## src/rtl/bsg_mcl_tx_pkg.sv

```systemverilog
// Shared types and helpers for the host-to-manycore TX word assembler.
package bsg_mcl_tx_pkg;

  typedef enum logic [1:0] {
    IDLE = 2'd0,
    FILL = 2'd1,
    SEND = 2'd2
  } tx_state_e;

  localparam int timeout_default_c = 1024;

  function automatic int words_per_pkt(input int packet_width, input int word_width);
    return packet_width / word_width;
  endfunction

endpackage

```

## src/rtl/bsg_mcl_tx_idle_timer.sv

```systemverilog
// Idle timer for a partially filled packet: counts enabled cycles since the
// last clear and pulses expire_o when the count reaches timeout_cycles_p-1.
module bsg_mcl_tx_idle_timer
  import bsg_mcl_tx_pkg::*;
#(
  parameter int timeout_cycles_p = timeout_default_c
) (
  input  logic clk_i,
  input  logic reset_i,
  input  logic clear_i,
  input  logic enable_i,
  output logic expire_o
);

  localparam int width_lp = $clog2(timeout_cycles_p);
  localparam logic [width_lp-1:0] last_lp = width_lp'(timeout_cycles_p - 1);

  logic [width_lp-1:0] count_r;

  // A clear in the expiry cycle wins, so a late word still gets accepted.
  assign expire_o = enable_i & ~clear_i & (count_r == last_lp);

  always_ff @(posedge clk_i) begin
    if (!reset_i) begin
      count_r <= '0;
    end else if (clear_i | expire_o) begin
      count_r <= '0;
    end else if (enable_i) begin
      count_r <= count_r + 1'b1;
    end
  end

endmodule

```

## src/rtl/bsg_mcl_tx_assembler.sv

```systemverilog
// Gathers host words into one endpoint packet, gated on out-credits.
// Define BSG_MCL_TX_TIMEOUT_EN to discard stale partial packets after idling.
module bsg_mcl_tx_assembler
  import bsg_mcl_tx_pkg::*;
#(
  parameter int word_width_p      = 32,
  parameter int packet_width_p    = 128,
  parameter int max_out_credits_p = 16,
  parameter int timeout_cycles_p  = timeout_default_c,
  parameter int drop_cnt_width_p  = 16
) (
  input  logic                                                clk_i,
  input  logic                                                reset_i,
  input  logic                                                word_v_i,
  input  logic [word_width_p-1:0]                             word_data_i,
  output logic                                                word_ready_o,
  output logic                                                pkt_v_o,
  output logic [packet_width_p-1:0]                           pkt_data_o,
  input  logic                                                pkt_ready_i,
  input  logic [$clog2(max_out_credits_p+1)-1:0]              out_credits_i,
  input  logic                                                flush_i,
  output logic                                                timeout_o,
  output logic                                                drop_o,
  output logic [$clog2(packet_width_p/word_width_p+1)-1:0]    words_held_o,
  output logic [drop_cnt_width_p-1:0]                         drop_count_o
);

  localparam int els_lp    = words_per_pkt(packet_width_p, word_width_p);
  localparam int held_w_lp = $clog2(els_lp + 1);

  if (timeout_cycles_p < 2 || (packet_width_p % word_width_p) != 0) begin : g_bad_params
    $error("bsg_mcl_tx_assembler: illegal parameter combination");
  end

  tx_state_e                 state_r, state_n;
  logic [packet_width_p-1:0] data_r, data_n;
  logic [held_w_lp-1:0]      held_r, held_n;
  logic                      v_r, v_n;
  logic                      timeout_r, timeout_n;
  logic                      drop_r, drop_n;
  logic [drop_cnt_width_p-1:0] drop_cnt_r;
  logic                      accept, credit_ok, last_word, expire;

  assign word_ready_o = reset_i & (state_r != SEND) & ~flush_i;
  assign accept       = word_v_i & word_ready_o;
  assign credit_ok    = (out_credits_i != '0);
  assign last_word    = (held_r == held_w_lp'(els_lp - 1));

`ifdef BSG_MCL_TX_TIMEOUT_EN
  bsg_mcl_tx_idle_timer #(
    .timeout_cycles_p(timeout_cycles_p)
  ) idle_timer (
    .clk_i   (clk_i),
    .reset_i (reset_i),
    .clear_i (accept | flush_i | (state_r != FILL)),
    .enable_i(state_r == FILL),
    .expire_o(expire)
  );
`else
  assign expire = 1'b0;
`endif

  always_comb begin
    state_n   = state_r;
    data_n    = data_r;
    held_n    = held_r;
    v_n       = v_r;
    timeout_n = 1'b0;
    drop_n    = 1'b0;

    if (accept) begin
      for (int k = 0; k < els_lp; k++) begin
        if (held_r == held_w_lp'(k)) data_n[k*word_width_p +: word_width_p] = word_data_i;
      end
      held_n = held_r + 1'b1;
    end

    unique case (state_r)
      IDLE: begin
        if (accept) begin
          if (last_word) begin
            state_n = SEND;
            v_n     = credit_ok;
          end else begin
            state_n = FILL;
          end
        end
      end
      FILL: begin
        if (flush_i) begin
          state_n = IDLE;
          data_n  = '0;
          held_n  = '0;
          drop_n  = 1'b1;
        end else if (accept) begin
          if (last_word) begin
            state_n = SEND;
            v_n     = credit_ok;
          end
        end else if (expire) begin
          state_n   = IDLE;
          data_n    = '0;
          held_n    = '0;
          drop_n    = 1'b1;
          timeout_n = 1'b1;
        end
      end
      SEND: begin
        // v_r doubles as the commit bit: once raised it ignores credits and flush.
        if (v_r) begin
          if (pkt_ready_i) begin
            state_n = IDLE;
            data_n  = '0;
            held_n  = '0;
            v_n     = 1'b0;
          end
        end else if (flush_i) begin
          state_n = IDLE;
          data_n  = '0;
          held_n  = '0;
          drop_n  = 1'b1;
        end else if (credit_ok) begin
          v_n = 1'b1;
        end
      end
      default: state_n = IDLE;
    endcase
  end

  always_ff @(posedge clk_i) begin
    if (!reset_i) begin
      state_r    <= IDLE;
      data_r     <= '0;
      held_r     <= '0;
      v_r        <= 1'b0;
      timeout_r  <= 1'b0;
      drop_r     <= 1'b0;
      drop_cnt_r <= '0;
    end else begin
      state_r   <= state_n;
      data_r    <= data_n;
      held_r    <= held_n;
      v_r       <= v_n;
      timeout_r <= timeout_n;
      drop_r    <= drop_n;
      if (drop_n && (drop_cnt_r != '1)) drop_cnt_r <= drop_cnt_r + 1'b1;
    end
  end

  assign pkt_v_o      = v_r;
  assign pkt_data_o   = data_r;
  assign timeout_o    = timeout_r;
  assign drop_o       = drop_r;
  assign words_held_o = held_r;
  assign drop_count_o = drop_cnt_r;

endmodule

```

## config.mk

```make
export PLATFORM = sky130hd
export DESIGN_NAME = bsg_mcl_tx_assembler
export DESIGN_NICKNAME = d
export VERILOG_FILES = /design/src/rtl/bsg_mcl_tx_pkg.sv /design/src/rtl/bsg_mcl_tx_idle_timer.sv /design/src/rtl/bsg_mcl_tx_assembler.sv
export SDC_FILE = /design/constraint.sdc
export NUM_CORES = 1
export LEC_CHECK = 0
export ABC_AREA = 1
export ABC_CLOCK_PERIOD_IN_PS = 2900
export CAP_MARGIN = 20
export CORE_MARGIN = 2
export CORE_UTILIZATION = 40
export CTS_BUF_LIST = sky130_fd_sc_hd__clkbuf_8
export CTS_CLUSTER_DIAMETER = 50
export DETAILED_ROUTE_END_ITERATION = 8
export PLACE_DENSITY = 0.74
export SETUP_SLACK_MARGIN = 0.1
export SKIP_LAST_GASP = 1
export SLEW_MARGIN = 20
export SYNTH_ARGS = -nofsm -noshare
export SYNTH_HDL_FRONTEND = slang
export SYNTH_SLANG_ARGS = --single-unit
```

## constraint.sdc

```tcl
create_clock -name clk_i -period 2.9 [get_ports clk_i]
set_input_delay 0.58 -clock clk_i [delete_from_list [all_inputs] [get_ports clk_i]]
set_output_delay 0.58 -clock clk_i [all_outputs]
set_load 0.02 [all_outputs]
```

Word-level counts from Yosys, hierarchy flattened
Cells that the tools add are included.

Input port bits: 42. Flip-flop bits (word level): 151. Logic and storage cells: 66. Output and inout bits: 151.

Reductions and logical operators: 7. Add/sub/neg operators: 2. Bitwise operators: 4. Mux-type cells: 34. Eq/ne operators: 13.

Operators by type and width (number): $mux 128 (4); $pmux 128 s2 (1); $mux 32 (4); $add 16x1->16 const B (1); $mux 2 (8); $ne 16x16->1 const B (1); $mux 3 (4); $ne 3x3->1 const B (4); $mux 1 (9); $eq 3x2->1 const B (2); $ne 2x2->1 const B (3); $pmux 2 s3 (1); $pmux 3 s2 (1); $reduce_and 5->1 (1); $reduce_bool 5->1 (1); $add 3x1->3 const B (1); $and 1x1->1 (3); $eq 3x1->1 const B (1); $logic_not 3->1 (1); $pmux 1 s3 (1); $reduce_bool 3->1 (1); $eq 2x1->1 const B (1); $eq 2x2->1 const B (1); $logic_not 2->1 (1); 4 further kinds (4).

Logic depth before layout (Yosys ltp)
Gate-level depths: netlist of the first run.

Depth after elaboration: 8. Mapped depth: 10.

Worst setup path before layout of the first run
No wires, ideal clock.

Path type: reg-to-reg. Start: register state_r[0]. End: register data_r[21] (netlist: pkt_data_o[21]). Arrival: 1.831 ns. Slack: 0.942 ns. Clock period less this slack: 1.958 ns. Buffers on the path: 1. Cell stages (with the launch flop): 10. Library setup time: 0.128 ns. Cell sequence: dfxtp_1 > inv_1 > ha_1 > nor3_4 > nand2_2 > nor2_4 > inv_2 > buf_2 > a22oi_1 > nor2_1.

Word-level cells in the longest chain between the ends: 8. Elaborated cells on any way between the ends: 11.

RTL lines: start, declared (line bsg_mcl_tx_assembler.sv:35) `tx_state_e state_r, state_n;`; start signal, assigned (line bsg_mcl_tx_assembler.sv:140) `state_r <= state_n;`; $ne 2x2->1 * (line bsg_mcl_tx_assembler.sv:44) `assign word_ready_o = reset_i & (state_r != SEND) & ~flush_i;`; $and 1x1->1 * (2 in a row) (line bsg_mcl_tx_assembler.sv:44); named net word_ready_o (line bsg_mcl_tx_assembler.sv:16) `output logic word_ready_o,`; $and 1x1->1 * (line bsg_mcl_tx_assembler.sv:45) `assign accept = word_v_i & word_ready_o;`; $mux 128 * (line bsg_mcl_tx_assembler.sv:71) `if (accept) begin`; $mux 128, on equally long branches (line bsg_mcl_tx_assembler.sv:90, bsg_mcl_tx_assembler.sv:111); $mux 128 (line bsg_mcl_tx_assembler.sv:110) `if (v_r) begin`; $pmux 128 s2 * (line bsg_mcl_tx_assembler.sv:78) `unique case (state_r)`; end signal, assigned (line bsg_mcl_tx_assembler.sv:141) `data_r <= data_n;`; end, declared (line bsg_mcl_tx_assembler.sv:36) `logic [packet_width_p-1:0] data_r, data_n;`.

Mark *: on every way through the listed nets, which the timed path passes. The rest lies on a longest branch. A chain may end at the register's enable or synchronous reset.

Worst setup path in the final report of the first run
Start: register state_r[0]. End: output port word_ready_o.

Word-level cells in the longest chain between the ends: 3.

RTL lines (line): $ne 2x2->1 (bsg_mcl_tx_assembler.sv:44); $and 1x1->1 (2 in a row) (bsg_mcl_tx_assembler.sv:44); end, declared (bsg_mcl_tx_assembler.sv:16).

No other way between the ends.

==> impl_metrics.env, run 1 <==
export IMPL_final_nets=1007
export IMPL_drive_gt1_frac=0.05481
export IMPL_timing_final_crit_share=0.9048
export IMPL_timing_fmax_mhz=381.1
export IMPL_cp_data_required_time_ns=2.32
export IMPL_maxCapViolCount=0
export IMPL_first_pass_iters=5
export IMPL_powerDensity_nw_per_um2=614.2
export IMPL_grt_pass1_vias=5211
export IMPL_hold_buffers=0
export IMPL_yosysTopAreaCellShare=0.5063
export IMPL_tns_ns=0
export IMPL_synthCells=777
export IMPL_max_vdd_ir_drop_uv=378.7
export IMPL_antennaDiodeCount=0
export IMPL_grt_pass1_wl_um=27850
export IMPL_start_kind="flip-flop"
export IMPL_syn2layout_area_growth_pct=41.97
export IMPL_vias_per_cell=4.991
export IMPL_synthAdderAreaFrac=0.02096
export IMPL_synth_top_area_cell="dfxtp_1"
export IMPL_worstSetupEndpointType="output pin"
export IMPL_synth_xor_area_frac=0.01174
export IMPL_relSlewSlack=0.3507
export IMPL_placed_area_sq_um=8059
export IMPL_synth_simple_gate_area_frac=0.2565
export IMPL_die_w_um=126.2
export IMPL_wirelength_um=17460
export IMPL_initial_core_util=0.4108
export IMPL_status="complete, no violations"
export IMPL_drtIter0Drc=419
export IMPL_ys_ff_latch=151
export IMPL_cts_root_buf="clkbuf_8"
export IMPL_syn_cell_area_sq_um=5971
export IMPL_slowest_stage="clkdlybuf4s50_1"
export IMPL_synth_top_family_by_area="simple AND/OR/NAND/NOR gates"
export IMPL_gp_congestion=0.8854
export IMPL_clock_sinks=151
export IMPL_synth_area_top_cells="dfxtp_1, nor2_1, nand2_1"
export IMPL_synth_top_flop_cell="dfxtp_1"
export IMPL_cts_tree="yes"
export IMPL_yosysSeqAreaShare=0.5063
export IMPL_grtUsageTotal=0.2186
export IMPL_slowest_delay_ns=0.64
export IMPL_clk_pin_slew_ns=0.08
export IMPL_whs_ns=0.4638
export IMPL_die_y_um=126.2
export IMPL_critPathKind="flip-flop to output pin"
export IMPL_synth_warnings=0
export IMPL_ant_nets=0
export IMPL_fin_crit_ns=2.624
export IMPL_io_buffers=191
export IMPL_cp_num_buf_inv=2
export IMPL_drv_slew=0
export IMPL_path_cells="inv_1, ha_1, nor3_4, clkdlybuf4s50_1"
export IMPL_cts_max_level=4
export IMPL_stdcell_area_sq_um=8477
export IMPL_post_synth_top_count_cell="nor2_1"
export IMPL_row_count=44
export IMPL_critPathMaxFanout=5
export IMPL_rsz0062_at_grt="no"
export IMPL_die_area_sq_um=15920
export IMPL_post_cts_buffers=0
export IMPL_cts_made_buffers=17
export IMPL_hold_class="flip-flop to flip-flop"
export IMPL_synth_fp_nets=829
export IMPL_antenna_found_initial=0
export IMPL_synthDistinctLibCells=27
export IMPL_critPathTopFamily="buffers and inverters"
export IMPL_syn_avg_cell_area_sq_um=7.684
export IMPL_synthMuxAreaShare=0
export IMPL_synth_common_cells="nor2_1, dfxtp_1, nand2_1, inv_1, a21oi_1"
export IMPL_worst_ep_arrival_time_ns=2.04
export IMPL_postCtsResizedCells=0
export IMPL_clockBufferDepth=2
export IMPL_drc=0
export IMPL_hpwl_um=12230
export IMPL_setup_viol=0
export IMPL_grt_ovfl_total=0
export IMPL_post_route_util=0.5832
export IMPL_design_core_area_sq_um=14530
export IMPL_wl_per_cell_um=15.17
export IMPL_insertion_delay_ns=0.47
export IMPL_finalClockSkew_ns=0.01423
export IMPL_synth_edf_count=0
export IMPL_grt_max_degree=82
export IMPL_async_reset_ff_frac=0
export IMPL_power_leakage_nw=3.052
export IMPL_worst_slew_pin_slew_ns=0.9675
export IMPL_finalHoldViolCount=0
export IMPL_io_pins=193
export IMPL_synth_compound_area_frac=0.1362
export IMPL_vias=5745
-- tightest hold or removal path, cell delays in order (launching register included) --
cell,delay (ns)
dfxtp_1,0.32
nand2_1,0.06
a21oi_1,0.05
-- layer usage --
| metal | global-route usage | vias up | wire [um] | part of all wire |
|---|---|---|---|---|
| met5 | 0 | - | 0 | 0 |
| met2 | 0.3343 | 206 | 7707 | 0.44 |
| met3 | 0.06457 | 23 | 1285 | 0.074 |
| met4 | 0.07628 | 0 | 352 | 0.020 |
| met1 | 0.2953 | 2625 | 8110 | 0.46 |
| li1 | - | 2891 | - | - |
-- path summary, 6_finish.rpt --
| path | from | to | depth (start not counted) | slack [ns] |
|---|---|---|---|---|
| setup / recovery | state_r[0] | word_ready_o | 4 | 0.28 |
| hold / removal | pkt_data_o[17] | pkt_data_o[17] | 2 | 0.46 |
| setup reg to reg | drop_count_o[0] | drop_count_o[11] | 7 | 0.63 |
| hold reg to reg | pkt_data_o[17] | pkt_data_o[17] | 2 | 0.46 |
-- flip-flops by register name, summed over array words and instances (netlist names) --
signal	count
state_r	2
pkt_v_o	1
drop_o	1
words_held_o	3
drop_count_o	16
pkt_data_o	128
-- final cells by class --
type / instances / area, sq um
fill: 1342 / 6057
inverter: 57 / 214.0
clock inverter: 14 / 183.9
clock buffer: 17 / 234.0
sequential: 151 / 3023
tap: 184 / 230.2
timing repair buffer: 202 / 2032
multi-input combinational: 526 / 2560
-- cells by family (layout without fill, tap and decap cells) --
logic type | count (synthesis) | in the layout
AO/OA/AOI/OAI | 133 | 133
XOR/XNOR | 8 | 8
adder cells (fa/ha/maj) | 10 | 10
buffers and inverters | 100 | 290
flip-flops | 151 | 151
other | 1 | 1
AND/OR/NAND/NOR | 374 | 374
-- per-stage QoR --
stage	worst slack (ns)	power, mW	cells
after floorplan	0.9416	3.079	777
after global placement	0.2889	3.523	1120
after detailed placement	0.2584	3.531	1120
after CTS	0.2411	5.233	1151
after global routing	0.1657	5.459	1151
final	0.2760	5.206	1151
-- where the power goes --
group | internal [mW] | switching, mW | leakage (nW)
Combinational | 0.402 | 0.853 | 1.62
Sequential | 2.16 | 0.0666 | 1.22
Clock | 0.925 | 0.798 | 0.209
-- cell usage in the layout (no fill, tap or decap), drive strengths merged, types with 10 or more instances in the layout --
master,count
clkdlybuf4s50,191
nor2,173
dfxtp,151
nand2,131
inv,57
a21oi,44
nand3,39
a22oi,34
o21ai,30
nor3,24
a211oi,18
clkbuf,17
buf,11
ha,10
(Power assumes the default switching activity.)
==> run 2, diff against run 1 <==
--- a/config.mk
+++ b/config.mk
@@ -12,7 +12,9 @@
 export CORE_UTILIZATION = 40
 export CTS_BUF_LIST = sky130_fd_sc_hd__clkbuf_8
 export CTS_CLUSTER_DIAMETER = 50
+export CTS_CLUSTER_SIZE = 12
 export DETAILED_ROUTE_END_ITERATION = 8
+export GPL_ROUTABILITY_DRIVEN = 0
 export PLACE_DENSITY = 0.74
 export SETUP_SLACK_MARGIN = 0.1
 export SKIP_LAST_GASP = 1
==> results of run 2 <==
Same layout as run 1: the final DEF is identical, and so are final timing and power.
==> run 3, diff against run 2 <==
--- a/config.mk
+++ b/config.mk
@@ -15,7 +15,7 @@
 export CTS_CLUSTER_SIZE = 12
 export DETAILED_ROUTE_END_ITERATION = 8
 export GPL_ROUTABILITY_DRIVEN = 0
-export PLACE_DENSITY = 0.74
+export PLACE_DENSITY = 0.72
 export SETUP_SLACK_MARGIN = 0.1
 export SKIP_LAST_GASP = 1
 export SLEW_MARGIN = 20
==> run 3 against run 2 <==
Effect of this change:
- critical path depth decreased by 1
- clock skew about the same
- first-iteration DRC count decreased by 8.4%
- power decreased by 2.9%
- critical endpoint unchanged
- largest cell class unchanged
==> impl_metrics.env, run 3 (synthesized netlist as in run 1, its figures left out) <==
export IMPL_die_y_um=126.2
export IMPL_syn2layout_area_growth_pct=41.41
export IMPL_holdPathEnd="pkt_data_o[73]"
export IMPL_clockBufferDepth=2
export IMPL_drv_slew=0
export IMPL_clk_pin_slew_ns=0.09
export IMPL_r2r_slack_ns=0.66
export IMPL_final_nets=1007
export IMPL_drive_gt1_frac=0.05579
export IMPL_clock_sinks=151
export IMPL_wl_per_cell_um=15.24
export IMPL_worstSetupEndpointType="output pin"
export IMPL_cts_root_buf="clkbuf_8"
export IMPL_first_pass_iters=5
export IMPL_hold_class="flip-flop to flip-flop"
export IMPL_power_mw=5.058
export IMPL_ant_nets=0
export IMPL_setup_viol=0
export IMPL_cts_tree="yes"
export IMPL_r2r_end="drop_count_o[7]"
export IMPL_wirelength_um=17550
export IMPL_min_path_cells=2
export IMPL_final_common_cell="clkdlybuf4s50_1"
export IMPL_cp_data_required_time_ns=2.32
export IMPL_cts_made_buffers=17
export IMPL_drtIter0Drc=384
export IMPL_critPathKind="input port to output pin"
export IMPL_io_buffers=191
export IMPL_start_kind="input port"
export IMPL_status="complete, no violations"
export IMPL_maxCapViolCount=0
export IMPL_vias_per_cell=4.959
export IMPL_power_leakage_nw=3.036
export IMPL_r2r_start="drop_count_o[0]"
export IMPL_io_pins=193
export IMPL_grt_ovfl_total=0
export IMPL_die_w_um=126.2
export IMPL_antennaDiodeCount=0
export IMPL_die_area_sq_um=15920
export IMPL_rsz0062_at_grt="no"
export IMPL_post_cts_buffers=0
export IMPL_timing_final_crit_share=0.9058
export IMPL_final_cell_mix="clkdlybuf4s50_1, nor2_1, dfxtp_1"
export IMPL_insertion_delay_ns=0.45
export IMPL_grt_max_degree=76
export IMPL_grt_pass1_wl_um=27710
export IMPL_drc=0
export IMPL_relSlewSlack=0.3530
export IMPL_max_vdd_ir_drop_uv=384.7
export IMPL_grt_pass1_vias=5171
export IMPL_initial_core_util=0.4108
export IMPL_vias=5713
export IMPL_powerDensity_nw_per_um2=599.0
export IMPL_fillCellCount=1360
export IMPL_finalClockSkew_ns=0.01377
export IMPL_fin_crit_ns=2.627
export IMPL_worst_ep_arrival_time_ns=2.05
export IMPL_hpwl_um=12300
export IMPL_tns_ns=0
export IMPL_timing_fmax_mhz=380.7
export IMPL_critPathMaxFanout=6
export IMPL_row_count=44
export IMPL_reg2regPathDepth=7
export IMPL_holdCritStartpoint="pkt_data_o[73]"
export IMPL_antenna_found_initial=0
export IMPL_largest_register_ffs=128
export IMPL_grtUsageTotal=0.2191
export IMPL_postCtsResizedCells=0
export IMPL_worst_slew_pin_slew_ns=0.9641
export IMPL_hold_buffers=0
export IMPL_design_core_area_sq_um=14530
export IMPL_finalHoldViolCount=0
export IMPL_cts_max_level=4
[run 3: changes by cell type in the layout (fill, tap and decap cells not counted), sizes merged]
| cell | previous run | this run |
|---|---|---|
| bufinv | 4 | 1 |
| clkbuf | 17 | 18 |
| inv | 57 | 60 |
[run 3: cell type report]
cell class / instances / area, sq um / share of cell area
Sequential cell: 151 / 3023 / 0.3580
Clock inverter: 14 / 123.9 / 0.01467
Clock buffer: 18 / 247.7 / 0.02934
Inverter: 57 / 214.0 / 0.02534
Multi-Input combinational cell: 526 / 2560 / 0.3032
Tap cell: 184 / 230.2 / 0.02727
Timing Repair Buffer: 202 / 2044 / 0.2421
[run 3: power breakdown]
part	internal, mW	leakage (nW)	switching (mW)
Clock	0.705	0.187	0.839
Sequential	2.16	1.22	0.0640
Combinational	0.422	1.63	0.865
Total	3.29	3.04	1.77
[run 3: per-layer routing]
layer / up-vias / wire length (um) / GRT usage
met5: - / 0 / 0
met4: 0 / 520 / 0.09373
met3: 32 / 1424 / 0.07519
met2: 191 / 7493 / 0.3166
met1: 2600 / 8115 / 0.2978
li1: 2890 / - / -
[run 3: how the worst max path moves through the flow]
stage,start,endpoint,slack (ns),cells past startpoint
final,flush_i,word_ready_o,0.27,3
after global placement,flush_i,word_ready_o,0.30,3
after global routing,state_r[0],word_ready_o,0.17,4
after floorplan,state_r[0],pkt_data_o[21],0.94,9
after CTS,state_r[0],word_ready_o,0.25,4
after detailed placement,flush_i,pkt_data_o[19],0.27,7
[run 3: per-stage QoR]
stage          utilization  hold slack, ns  std cells  setup WS (ns)  area (sq um)
2_1_floorplan            -          0.5368        777         0.9416          5971
3_3_place_gp        0.5554          0.4462       1120         0.3027          8071
3_5_place_dp        0.5554          0.4521       1120         0.2711          8071
4_1_cts             0.5809          0.4655       1152         0.2483          8443
5_1_grt             0.5809          0.4770       1152         0.1743          8443
6_report            0.5809          0.4661       1152         0.2731          8443
[run 3: worst max-delay path, cell delays in order]
cell,delay [ns]
clkdlybuf4s50_1,0.55
nor3_4,0.28
clkdlybuf4s50_1,0.64
